## src/rtl/trade_frame_packer_pkg.sv

```systemverilog
// Shared types for the trade frame packer: action codes, frame FSM states,
// stock word layout and a helper that assembles the stock word.
package trade_pkg;

  localparam logic [15:0] ACT_NONE  = 16'd0;
  localparam logic [15:0] ACT_EXIT  = 16'd1;
  localparam logic [15:0] ACT_KEEP  = 16'd2;
  localparam logic [15:0] ACT_BUY2  = 16'd3;
  localparam logic [15:0] ACT_BUY4  = 16'd4;
  localparam logic [15:0] ACT_HALVE = 16'd5;
  localparam logic [15:0] ACT_BUY1  = 16'd6;
  localparam logic [15:0] ACT_ADD1  = 16'd7;
  localparam logic [15:0] ACT_HOLD  = 16'd8;

  typedef enum logic [1:0] {
    FILL     = 2'd0,
    SEND     = 2'd1,
    WAIT_ACT = 2'd2
  } frame_state_t;

  localparam int OWNED_BIT = 15;
  localparam int DAY1_LSB  = 10;
  localparam int DAY2_LSB  = 5;
  localparam int DAY3_LSB  = 0;

  function automatic logic [15:0] pack_stock(
    input logic       owned,
    input logic [4:0] d1,
    input logic [4:0] d2,
    input logic [4:0] d3
  );
    logic [15:0] w;
    w = '0;
    w[OWNED_BIT]     = owned;
    w[DAY1_LSB +: 5] = d1;
    w[DAY2_LSB +: 5] = d2;
    w[DAY3_LSB +: 5] = d3;
    return w;
  endfunction

endpackage

```

## src/rtl/trade_frame_packer_if.sv

```systemverilog
// Handshake bundle of the packer: price input, stock word output, action input.
// master = feed/generator side, slave = the packer.
interface trade_frame_packer_if;
  logic        price_valid;
  logic [4:0]  price_in;
  logic        price_ready;
  logic [15:0] stock_out;
  logic        stock_valid;
  logic        stock_ready;
  logic        action_valid;
  logic [15:0] action_in;

  modport master (
    output price_valid, price_in, stock_ready, action_valid, action_in,
    input  price_ready, stock_out, stock_valid
  );

  modport slave (
    input  price_valid, price_in, stock_ready, action_valid, action_in,
    output price_ready, stock_out, stock_valid
  );
endinterface

```

## src/rtl/trade_frame_packer_position_tracker.sv

```systemverilog
// Decodes a 16-bit action code into a saturating share position update.
// Ports: clk, rst, en (apply code), code, pos (current position).
module position_tracker
  import trade_pkg::*;
#(
  parameter int POS_W   = 5,
  parameter int MAX_POS = 31
) (
  input  logic             clk,
  input  logic             rst,
  input  logic             en,
  input  logic [15:0]      code,
  output logic [POS_W-1:0] pos
);

  logic [POS_W-1:0] inc;
  logic [POS_W:0]   sum;
  logic [POS_W-1:0] sat;
  logic [POS_W-1:0] nxt;

  always_comb begin
    inc = '0;
    unique case (1'b1)
      (code == ACT_BUY2): inc = POS_W'(2);
      (code == ACT_BUY4): inc = POS_W'(4);
      (code == ACT_BUY1),
      (code == ACT_ADD1): inc = POS_W'(1);
      default:            inc = '0;
    endcase
  end

  // One extra bit so the clamp sees the carry.
  assign sum = {1'b0, pos} + {1'b0, inc};
  assign sat = (sum > (POS_W+1)'(MAX_POS)) ?
               POS_W'(MAX_POS) : sum[POS_W-1:0];

  always_comb begin
    nxt = pos;
    unique case (1'b1)
      (code == ACT_EXIT):  nxt = '0;
      (code == ACT_HALVE): nxt = pos >> 1;
      (code == ACT_BUY2),
      (code == ACT_BUY4),
      (code == ACT_BUY1),
      (code == ACT_ADD1):  nxt = sat;
      default:             nxt = pos;
    endcase
  end

  always_ff @(posedge clk or posedge rst) begin
    if (rst)     pos <= '0;
    else if (en) pos <= nxt;
  end

endmodule

```

## src/rtl/trade_frame_packer.sv

```systemverilog
// Packs 5-bit prices into 16-bit stock words and tracks position from actions.
// Ports: clk, rst, bus (slave handshake bundle), position, timeout_err.
module trade_frame_packer
  import trade_pkg::*;
#(
  parameter int MAX_POS     = 31,
  parameter int POS_W       = 5,
  parameter int ACT_TIMEOUT = 16,
  parameter int SLIDING     = 1
) (
  input  logic                 clk,
  input  logic                 rst,
  trade_frame_packer_if.slave  bus,
  output logic [POS_W-1:0]     position,
  output logic                 timeout_err
);

  localparam int TW = $clog2(ACT_TIMEOUT + 1);

  frame_state_t state;
  logic [1:0]    fill_cnt;
  // Oldest day is never needed after a frame: only the two newest are kept.
  logic [4:0]    w1;
  logic [4:0]    w2;
  logic [TW-1:0] tcnt;
  logic          act_en;

  assign act_en = (state == WAIT_ACT) && bus.action_valid;

  position_tracker #(
    .POS_W   (POS_W),
    .MAX_POS (MAX_POS)
  ) u_pos (
    .clk  (clk),
    .rst  (rst),
    .en   (act_en),
    .code (bus.action_in),
    .pos  (position)
  );

  always_ff @(posedge clk or posedge rst) begin
    if (rst) begin
      state           <= FILL;
      fill_cnt        <= '0;
      w1              <= '0;
      w2              <= '0;
      tcnt            <= '0;
      bus.stock_out   <= '0;
      bus.stock_valid <= 1'b0;
      bus.price_ready <= 1'b1;
      timeout_err     <= 1'b0;
    end else begin
      unique case (state)
        FILL: begin
          if (bus.price_valid) begin
            w1 <= w2;
            w2 <= bus.price_in;
            if (fill_cnt >= 2'd2) begin
              bus.stock_out <= pack_stock(position != '0,
                                          w1, w2, bus.price_in);
              bus.stock_valid <= 1'b1;
              bus.price_ready <= 1'b0;
              state           <= SEND;
              fill_cnt <= (SLIDING != 0) ? 2'd3 : 2'd0;
            end else begin
              fill_cnt <= fill_cnt + 2'd1;
            end
          end
        end
        SEND: begin
          if (bus.stock_ready) begin
            bus.stock_valid <= 1'b0;
            tcnt            <= '0;
            state           <= WAIT_ACT;
          end
        end
        WAIT_ACT: begin
          // An action on the expiry cycle takes priority over the timeout.
          if (bus.action_valid) begin
            state           <= FILL;
            bus.price_ready <= 1'b1;
          end else if (tcnt == TW'(ACT_TIMEOUT - 1)) begin
            timeout_err     <= 1'b1;
            state           <= FILL;
            bus.price_ready <= 1'b1;
          end else begin
            tcnt <= tcnt + TW'(1);
          end
        end
        default: begin
          state           <= FILL;
          bus.price_ready <= 1'b1;
        end
      endcase
    end
  end

endmodule

```

## src/flat_wrapper.sv

```systemverilog
// flat-port wrapper written by rule: the top's interface ports become plain ports
module trade_frame_packer_flat import trade_pkg::*;
#(
  parameter int MAX_POS     = 31,
  parameter int POS_W       = 5,
  parameter int ACT_TIMEOUT = 16,
  parameter int SLIDING     = 1
)
  (clk, rst, position, timeout_err, bus_price_valid, bus_price_in, bus_stock_ready, bus_action_valid, bus_action_in, bus_price_ready, bus_stock_out, bus_stock_valid);
  trade_frame_packer_if bus_i ();
  input  logic clk;
  input  logic rst;
  output logic [POS_W-1:0] position;
  output logic timeout_err;
  input wire logic [$bits(bus_i.price_valid)-1:0] bus_price_valid;
  input wire logic [$bits(bus_i.price_in)-1:0] bus_price_in;
  input wire logic [$bits(bus_i.stock_ready)-1:0] bus_stock_ready;
  input wire logic [$bits(bus_i.action_valid)-1:0] bus_action_valid;
  input wire logic [$bits(bus_i.action_in)-1:0] bus_action_in;
  output wire logic [$bits(bus_i.price_ready)-1:0] bus_price_ready;
  output wire logic [$bits(bus_i.stock_out)-1:0] bus_stock_out;
  output wire logic [$bits(bus_i.stock_valid)-1:0] bus_stock_valid;
  assign bus_i.price_valid = bus_price_valid;
  assign bus_i.price_in = bus_price_in;
  assign bus_i.stock_ready = bus_stock_ready;
  assign bus_i.action_valid = bus_action_valid;
  assign bus_i.action_in = bus_action_in;
  assign bus_price_ready = bus_i.price_ready;
  assign bus_stock_out = bus_i.stock_out;
  assign bus_stock_valid = bus_i.stock_valid;
  trade_frame_packer #(.MAX_POS(MAX_POS), .POS_W(POS_W), .ACT_TIMEOUT(ACT_TIMEOUT), .SLIDING(SLIDING)) u_core (.clk(clk), .rst(rst), .bus(bus_i), .position(position), .timeout_err(timeout_err));
endmodule
```

## config.mk

```make
export PLATFORM = sky130hd
export DESIGN_NAME = trade_frame_packer_flat
export DESIGN_NICKNAME = d
export VERILOG_FILES = /design/src/rtl/trade_frame_packer_pkg.sv /design/src/rtl/trade_frame_packer_if.sv /design/src/rtl/trade_frame_packer_position_tracker.sv /design/src/rtl/trade_frame_packer.sv /design/src/flat_wrapper.sv
export SDC_FILE = /design/constraint.sdc
export NUM_CORES = 1
export LEC_CHECK = 0
export CORE_MARGIN = 3
export CORE_UTILIZATION = 45
export CTS_CLUSTER_DIAMETER = 200
export DETAILED_ROUTE_END_ITERATION = 10
export GPL_TIMING_DRIVEN = 0
export HOLD_SLACK_MARGIN = 0.1
export PLACE_DENSITY_LB_ADDON = 0.08
export SYNTH_ARGS = -nofsm -noshare
export SYNTH_HDL_FRONTEND = slang
export SYNTH_SLANG_ARGS = --single-unit
```

## constraint.sdc

```tcl
create_clock -name clk -period 1.57 [get_ports clk]
set_input_delay 0.157 -clock clk [delete_from_list [all_inputs] [get_ports clk]]
set_output_delay 0.157 -clock clk [all_outputs]
set_load 0.005 [all_outputs]
```

==> impl_results.rst, run 1 <==
.. list-table::
   :header-rows: 1

   * - Metric
     - Value
   * - Status
     - finished with violations
   * - Violations in the final reports
     - setup timing
   * - Worst supply voltage drop on vdd
     - 0.893 mV
   * - Max-cap violations
     - 0
   * - Instance area at placement
     - 2730 µm²
   * - Count of cells along the worst register-to-register path
     - 6
   * - Slew @ Worst Pin
     - 0.862 ns
   * - Critical Path Sink Type
     - flop
   * - Reg2reg setup slack
     - -0.27 ns
   * - Post-route worst setup slack
     - -0.278 ns
   * - Hold Path Sink
     - u_core.u_pos.pos[0]
   * - Combinational Power Share
     - 38.9%
   * - RR Endpoint
     - u_core.u_pos.pos[3]
   * - Port-buffer cells
     - 48
   * - Most instantiated library cell after synthesis
     - sky130_fd_sc_hd__dfrtp_1
   * - Crit path required time
     - 1.75 ns
   * - Antenna violations before repair
     - 0
   * - Final wirelength
     - 4.84 mm
   * - Clock tree from TritonCTS
     - done
   * - Minimum clock period after layout
     - 1.85 ns
   * - Leakage power figure
     - 0.00127 µW
   * - Pwr dens
     - 1380 nW/µm²
   * - Count of distinct cell types in the synthesized netlist
     - 47
   * - Number of buffers added by the clock tree synthesis step
     - 5
   * - Hold Startpoint
     - bus_action_in[2]
   * - Final hold violation count
     - 0
   * - Full die area
     - 5620 µm²
   * - Worst-skew pair later-pin latency
     - 0.29 ns
   * - Most area-hungry cell type in the Yosys netlist
     - sky130_fd_sc_hd__dfrtp_1
   * - Wire length of the first global-routing pass
     - 7.97 mm
   * - Flop and latch count out of synthesis
     - 43
   * - Number of placement rows
     - 24
   * - Internal power component
     - 3040 µW
   * - I/O pin cnt
     - 50
   * - Count of vias placed by the detailed router
     - 1689
   * - Synth Net Count
     - 217
   * - Number of global-route vias before repair
     - 1731
   * - Hold slack final
     - 0.309 ns
   * - Clock power share
     - 19.8%
   * - Initial Util
     - 47.8%
   * - CTS max path bufs
     - 2
   * - Clock transition at the registers of the reported paths
     - 0.08 ns
   * - Pin count of the biggest net entering global routing
     - 44
   * - Area growth from synthesis to layout
     - 43.8%
   * - Violation count after the first detailed-routing iteration
     - 113
   * - Proportion of layout cells with a drive suffix above 1
     - 36.3%
   * - RSZ-0062 raised after global routing
     - true
   * - Share of flip-flops with an asynchronous set or reset
     - 100%
   * - Clock root buffer master
     - sky130_fd_sc_hd__clkbuf_8
   * - Post-synth EDFFs
     - 0
   * - Switching power summed over all nets
     - 1210 µW
   * - Post-route cell area
     - 3070 µm²
   * - Die outline width
     - 74.9 µm
   * - Antenna viol nets, final
     - 0
   * - Most used standard cells in the synthesized netlist
     - 42 x sky130_fd_sc_hd__dfrtp_1, 18 x sky130_fd_sc_hd__mux2_2, 18 x sky130_fd_sc_hd__nor2_1
   * - Setup skew after layout
     - 0.00778 ns
   * - Total overflow reported by the global router
     - 0
   * - Hold-fix buffers, CTS
     - 0
   * - Share of total power in sequential cells
     - 41.3%
   * - Core ar.
     - 4470 µm²
   * - Arrival time reported for the critical path endpoint
     - 2.03 ns
   * - Number of warning messages in the yosys log
     - 0
   * - Cell area after synthesis
     - 2140 µm²
   * - Critical R2R Launch
     - u_core.u_pos.pos[1]
   * - Slew HR
     - 42.5%
   * - CTS sink count
     - 43
   * - Synth area leaders
     - sky130_fd_sc_hd__dfrtp_1 49%, sky130_fd_sc_hd__mux2_2 9.5%, sky130_fd_sc_hd__mux2_1 3.7%
   * - Height of the die
     - 74.9 µm
   * - Fraction of the cycle the final worst path needs
     - 118%
   * - First-pass iteration count of the detailed router
     - 4
   * - Sequential cell area fraction in the yosys report
     - 50.4%
   * - Number of vias per cell
     - 5.43
   * - Synth Flop Type
     - sky130_fd_sc_hd__dfrtp_1
   * - HPWL reported at the end of detailed placement
     - 3.30 mm
   * - Total routing resource utilization after global routing
     - 18.6%
   * - Number of max-slew violations in the final report
     - 0
   * - Final setup fails
     - 8
   * - Number of H-tree levels
     - 2
   * - Final weighted congestion of routability-driven global placement
     - 0.906
   * - Worst-path maximum fanout
     - 3
   * - Critical path class
     - input port to flop
   * - Remaining design rule violation count
     - 0
   * - Total of fill cells in the finished design
     - 326
   * - Mean instance size in the synthesized netlist
     - 11.6 µm²
   * - Share of the synthesized area in the top cell type
     - 49.2%
   * - Hold path cells
     - 3
   * - Final net count
     - 290
   * - Tightest Hold Check Type
     - input port to flop
   * - Post-Syn Instances
     - 185
   * - Max Fclk
     - 0.541 GHz
   * - Sw Ratio
     - 28.6%
   * - Antenna diode count
     - 0
   * - Sort of element at the start of the critical path
     - input port
   * - Drt wl/cell
     - 15.5 µm
==> cell usage in the layout, fill, tap and decap left out, types with 3 or more instances in the layout <==
cell	Yosys	routed
sky130_fd_sc_hd__nand2_1	11	9
sky130_fd_sc_hd__dfrtp_1	42	39
sky130_fd_sc_hd__buf_2	2	4
sky130_fd_sc_hd__nand2b_1	3	3
sky130_fd_sc_hd__a31oi_1	3	3
sky130_fd_sc_hd__buf_6	1	10
sky130_fd_sc_hd__dlygate4sd2_1	0	3
sky130_fd_sc_hd__nand2_2	1	3
sky130_fd_sc_hd__a21oi_1	7	6
sky130_fd_sc_hd__o21ai_0	9	6
sky130_fd_sc_hd__nand3b_1	4	4
sky130_fd_sc_hd__nor4_4	2	3
sky130_fd_sc_hd__dfrtp_2	0	3
sky130_fd_sc_hd__nor2_1	18	15
sky130_fd_sc_hd__o21ai_1	0	3
sky130_fd_sc_hd__clkbuf_2	0	3
sky130_fd_sc_hd__inv_1	8	6
sky130_fd_sc_hd__buf_4	2	16
sky130_fd_sc_hd__mux2_2	18	18
sky130_fd_sc_hd__clkdlybuf4s15_1	0	3
sky130_fd_sc_hd__mux2_1	7	7
sky130_fd_sc_hd__clkdlybuf4s50_1	0	33
sky130_fd_sc_hd__clkbuf_8	0	5
==> per-stage QoR <==
| step | utilization [%] | std cells | setup WS, ns | power (µW) | setup TNS (ns) |
|---|---|---|---|---|---|
| 6_report | 68.7 | 311 | -0.278 | 4250 | -1.24 |
| 5_1_grt | 68.7 | 311 | -0.387 | 4510 | -1.97 |
| 4_1_cts | 67.6 | 310 | -0.364 | 4250 | -1.43 |
| 3_5_place_dp | 61.1 | 285 | -1.09 | 3250 | -11.18 |
| 3_3_place_gp | 61.1 | 285 | -0.996 | 3180 | -26.56 |
| 2_1_floorplan | - | 185 | -0.406 | 2530 | -1.63 |
==> per-layer routing <==
metal | vias up | GRT usage, % | part of all wire [%]
li1 | 815 | - | -
met2 | 44 | 33.3 | 53
met5 | - | 0 | 0
met3 | 2 | 3.87 | 5.0
met4 | 0 | 6.32 | 0.31
met1 | 828 | 22.0 | 42
==> worst max path at each step <==
stage	from	endpoint	slack [ns]	cells after the start
2_1_floorplan	bus_action_in[14]	u_core.u_pos.pos[3]	-0.41	9
3_3_place_gp	bus_action_in[3]	u_core.u_pos.pos[3]	-1.0	10
3_5_place_dp	bus_action_in[3]	u_core.u_pos.pos[3]	-1.09	10
4_1_cts	bus_action_in[7]	u_core.u_pos.pos[3]	-0.36	10
5_1_grt	bus_action_in[8]	u_core.u_pos.pos[3]	-0.39	10
6_report	bus_action_in[8]	u_core.u_pos.pos[3]	-0.28	10
==> cells by family (layout without fill, tap and decap cells) <==
kind of cell / count (synthesis) / count (layout) / share of synthesized area [%]
AOI/OAI and AO/OA: 35 / 35 / 11.5
adders and majority gates: 6 / 6 / 3.86
xor gates and xnor gates: 2 / 2 / 0.819
and+or+nand+nor: 59 / 59 / 16.9
buffers and inverters: 15 / 89 / 3.45
muxes: 25 / 25 / 13.2
DFF: 43 / 43 / 50.4
==> worst max-delay path: stages <==
cell and delay [ns]:
sky130_fd_sc_hd__buf_6 0.10, sky130_fd_sc_hd__nor4_4 0.30, sky130_fd_sc_hd__nand4_4 0.17, sky130_fd_sc_hd__nor3_4 0.16
sky130_fd_sc_hd__ha_1 0.26, sky130_fd_sc_hd__a21o_1 0.23, sky130_fd_sc_hd__a21oi_4 0.18, sky130_fd_sc_hd__o31a_1 0.15
sky130_fd_sc_hd__nor3_2 0.05, sky130_fd_sc_hd__a211o_1 0.27
==> power groups by stage <==
| stage | Combinational, µW | Clock (µW) | Sequential [µW] |
|---|---|---|---|
| global placement | 1400 | 0 | 1770 |
| floorplan | 765 | 0 | 1760 |
| finish | 1650 | 842 | 1760 |
| detailed placement | 1450 | 0 | 1800 |
| CTS | 1620 | 870 | 1760 |
| global route | 1800 | 905 | 1810 |
==> layout make-up <==
class	count	area (µm²)	share of cell area [%]
plain buffers	5	32.5	1.06
clock buffers	5	68.8	2.24
clock inverters	3	43.8	1.42
inverters	8	30.0	0.977
multi-input cells	127	1130	36.7
flip-flops and latches	43	1080	35.2
well taps	52	65.1	2.12
repair buffers	68	626	20.4
==> registers in the layout, indices dropped and copies added (netlist names) <==
| register | count |
|---|---|
| u_core.bus.stock_out | 16 |
| u_core.tcnt | 5 |
| u_core.u_pos.pos | 5 |
| u_core.w1 | 5 |
| u_core.w2 | 5 |
| u_core.fill_cnt | 2 |
| u_core.state | 2 |
| u_core.bus.price_ready | 1 |
| u_core.bus.stock_valid | 1 |
| u_core.timeout_err | 1 |
==> repair_timing <==
| action | 4_1_cts | 5_1_grt |
|---|---|---|
| buffers inserted | 18 | 2 |
| gates resized for setup | 56 | 18 |
| pin swaps | 24 | 7 |
| setup endpoints to repair | 33 | 13 |
No activity file was read; power rests on OpenSTA's default activity.
==> run 2, diff against run 1 <==
--- a/config.mk
+++ b/config.mk
@@ -5,6 +5,7 @@
 export SDC_FILE = /design/constraint.sdc
 export NUM_CORES = 1
 export LEC_CHECK = 0
+export CAP_MARGIN = 25
 export CORE_MARGIN = 3
 export CORE_UTILIZATION = 45
 export CTS_CLUSTER_DIAMETER = 200
@@ -12,6 +13,7 @@
 export GPL_TIMING_DRIVEN = 0
 export HOLD_SLACK_MARGIN = 0.1
 export PLACE_DENSITY_LB_ADDON = 0.08
+export SLEW_MARGIN = 20
 export SYNTH_ARGS = -nofsm -noshare
 export SYNTH_HDL_FRONTEND = slang
 export SYNTH_SLANG_ARGS = --single-unit
==> run 2 against run 1 <==
Wire length rose by 0.19%. Total power fell by 4.6%. Die area did not move. The flow still finishes with violations (setup timing). Sequential power barely moved. Flip-flop and latch count did not move. Critical endpoint is now u_core.u_pos.pos[2]. Critical path type unchanged.
==> impl_results.rst, run 2 (synthesized netlist as in run 1, its figures left out) <==
.. list-table::
   :header-rows: 1

   * - Metric
     - Value
   * - Slew HR
     - 75.1% (+33 points)
   * - Commonest non-fill, non-tap cell in the layout
     - sky130_fd_sc_hd__dfrtp_1
   * - Remaining design rule violation count
     - 0 (unchanged)
   * - Antenna diode count
     - 0 (unchanged)
   * - Clock tree from TritonCTS
     - done
   * - Met2 WL
     - 2.51 mm (-1.7%)
   * - Sort of element at the start of the critical path
     - input port
   * - Tightest Hold Check Type
     - input port to async pin
   * - Commonest cells after routing, fill and taps aside
     - 39 x sky130_fd_sc_hd__dfrtp_1, 33 x sky130_fd_sc_hd__clkdlybuf4s50_1, 18 x sky130_fd_sc_hd__mux2_2
   * - Max-cap violations
     - 0 (unchanged)
   * - Drt wl/cell
     - 15.7 µm (+0.83%)
   * - Number of placed instances with taps included
     - 286 (+0.35%)
   * - Final net count
     - 288 (-0.69%)
   * - Number of global-route vias before repair
     - 1679 (-3.0%)
   * - Arrival time reported for the critical path endpoint
     - 2.04 ns (about the same)
   * - Max Fclk
     - 0.537 GHz (-0.70%)
   * - Height of the die
     - 74.9 µm (unchanged)
   * - Initial Util
     - 47.8% (unchanged)
   * - Number of buffers added by the clock tree synthesis step
     - 5 (unchanged)
   * - Full die area
     - 5620 µm² (unchanged)
   * - Fraction of the cycle the final worst path needs
     - 119% (+0.83 points)
   * - Proportion of layout cells with a drive suffix above 1
     - 37.7% (+1.4 points)
   * - Hold-fix buffers, CTS
     - 0 (unchanged)
   * - Cells along the critical path
     - buf_6 -> nor4_4 -> nand4_4 -> buf_6 -> nor2_4 -> ha_4 -> fa_2 -> nand2_2 -> a31o_2 -> o21ai_1 -> a21oi_1 -> o22a_1
   * - Largest register FFs
     - 16 (unchanged)
   * - Crit path required time
     - 1.75 ns (about the same)
   * - First-pass iteration count of the detailed router
     - 4 (unchanged)
   * - Post-route worst setup slack
     - -0.291 ns (-0.0130 ns)
   * - Count of vias placed by the detailed router
     - 1722 (+2.0%)
   * - Final hold violation count
     - 0 (unchanged)
   * - Antenna viol nets, final
     - 0 (unchanged)
   * - HPWL reported at the end of detailed placement
     - 3.41 mm (+3.5%)
   * - Number of placement rows
     - 24 (unchanged)
   * - Crit-path max cell delay
     - 0.30 ns (about the same)
   * - Wire length of the first global-routing pass
     - 7.98 mm (about the same)
   * - CTS sink count
     - 43 (unchanged)
   * - Area growth from synthesis to layout
     - 44.6%
   * - Worst-path maximum fanout
     - 4 (+1)
   * - Number of vias per cell
     - 5.57 (+2.6%)
   * - Number of H-tree levels
     - 2 (unchanged)
   * - Die outline width
     - 74.9 µm (unchanged)
   * - Port-buffer cells
     - 48 (unchanged)
   * - Top layer used by detailed routing
     - met4
   * - Worst supply voltage drop on vdd
     - 0.617 mV (-31%)
   * - Number of max-slew violations in the final report
     - 0 (unchanged)
   * - Cell at the slowest stage of the critical path
     - sky130_fd_sc_hd__nor4_4
   * - Leakage power figure
     - 0.00125 µW (-1.7%)
   * - Minimum clock period after layout
     - 1.86 ns (+0.0130 ns)
   * - Core ar.
     - 4470 µm² (unchanged)
   * - Status
     - finished with violations
   * - Final wirelength
     - 4.85 mm (+0.19%)
   * - Setup skew after layout
     - 0.00738 ns (-0.000398 ns)
   * - Final setup fails
     - 6 (-2)
   * - Wire length on met1
     - 2.00 mm (-1.3%)
   * - Critical Path Sink Type
     - flop
   * - RSZ-0062 raised after global routing
     - true
   * - Final weighted congestion of routability-driven global placement
     - 0.906 (unchanged)
   * - Cell repeated most along the worst path
     - sky130_fd_sc_hd__buf_6
   * - Critical path class
     - input port to flop
   * - Total routing resource utilization after global routing
     - 18.6% (about the same)
   * - Worst Setup Slack post-DPL
     - -1.09 ns (+0.00119 ns)
   * - Worst-skew pair later-pin latency
     - 0.29 ns (about the same)
   * - Largest register by flop count
     - u_core.bus.stock_out
   * - Layout Cells excl Fill
     - 309 (-0.64%)
   * - I/O pin cnt
     - 50 (unchanged)
   * - Antenna violations before repair
     - 0 (unchanged)
   * - Total overflow reported by the global router
     - 0 (unchanged)
   * - Hold slack final
     - 0.117 ns (-0.191 ns)
   * - CTS max path bufs
     - 2 (unchanged)
   * - Total of fill cells in the finished design
     - 330 (+1.2%)
   * - Violations in the final reports
     - setup timing
   * - Total power
     - 4060 µW (-4.6%)
   * - Reg2reg setup slack
     - -0.22 ns (+0.05 ns)
   * - Clock transition at the registers of the reported paths
     - 0.08 ns (about the same)
   * - Clock root buffer master
     - sky130_fd_sc_hd__clkbuf_8
   * - Routed length on met3
     - 271 µm (+13%)
   * - Pwr dens
     - 1310 nW/µm² (-5.1%)
   * - Slew @ Worst Pin
     - 0.373 ns (-0.489 ns)
   * - Violation count after the first detailed-routing iteration
     - 111 (-1.8%)
   * - Pin count of the biggest net entering global routing
     - 33 (-25%)
==> run 2: cell count changes in the layout (fill, tap and decap cells not counted), sizes merged <==
cell / before / now
buf: 30 / 28
clkinvlp: 0 / 2
clkdlybuf4s15: 3 / 2
bufinv: 1 / 0
clkinv: 2 / 1
dlygate4sd2: 3 / 4
==> run 2: path summary, 6_finish.rpt <==
path / from / end / cells past startpoint
setup / recovery: bus_action_in[11] / u_core.u_pos.pos[2] / 12
hold / removal: rst / u_core.w1[0] / 2
setup reg to reg: u_core.u_pos.pos[1] / u_core.u_pos.pos[0] / 6
hold reg to reg: u_core.bus.price_ready / u_core.bus.price_ready / 2
max in group asynchronous: rst / u_core.bus.price_ready / 3
min in group clk: bus_action_in[2] / u_core.u_pos.pos[0] / 3
==> run 2: cell type report <==
type | count | area, µm² | area share, %
clock inverters | 3 | 20.0 | 0.647
flip-flops and latches | 43 | 1080 | 35.0
repair buffers | 66 | 618 | 20.0
inverters | 8 | 30.0 | 0.971
plain buffers | 5 | 41.3 | 1.33
multi-input cells | 127 | 1170 | 37.8
clock buffers | 5 | 68.8 | 2.22
well taps | 52 | 65.1 | 2.10
==> run 2: per-stage QoR <==
stage / setup TNS (ns) / utilization [%] / instance area [µm²]
finish: -1.33 / 69.1 / 3090
CTS: -1.40 / 67.0 / 3000
floorplan: -1.63 / - / 2190
global route: -1.89 / 69.1 / 3090
detailed placement: -11.13 / 61.5 / 2750
global placement: -26.56 / 61.1 / 2730
==> run 2: per-layer routing <==
layer | vias up | GRT usage [%]
met5 | - | 0
met4 | 0 | 7.31
met3 | 9 | 4.27
met2 | 67 | 31.2
met1 | 842 | 23.1
li1 | 804 | -
==> run 2: what timing repair did <==
action | in CTS | in global routing
endpoints found under the setup margin | 33 | 27
setup buffers | 14 | 3
resized for setup | 58 | 23
pin swaps | 22 | 17
==> run 2: worst max-delay path: cells and delay by family <==
| family | cells | cell delay [ns] |
|---|---|---|
| simple gates | 4 | 0.66 |
| buf+inv | 2 | 0.26 |
| fa+ha+maj | 2 | 0.40 |
| compound gates | 4 | 0.57 |
==> run 2: where the power goes <==
part | total, µW | switching (µW) | internal, µW
Combinational | 1610 | 595 | 1010
Clock | 686 | 377 | 309
Sequential | 1760 | 242 | 1520
==> run 3, diff against run 2 <==
--- a/config.mk
+++ b/config.mk
@@ -5,7 +5,7 @@
 export SDC_FILE = /design/constraint.sdc
 export NUM_CORES = 1
 export LEC_CHECK = 0
-export CAP_MARGIN = 25
+export CAP_MARGIN = 20
 export CORE_MARGIN = 3
 export CORE_UTILIZATION = 45
 export CTS_CLUSTER_DIAMETER = 200
==> results of run 3 <==
Same layout as run 2: the final DEF is identical, and so are final timing and power.
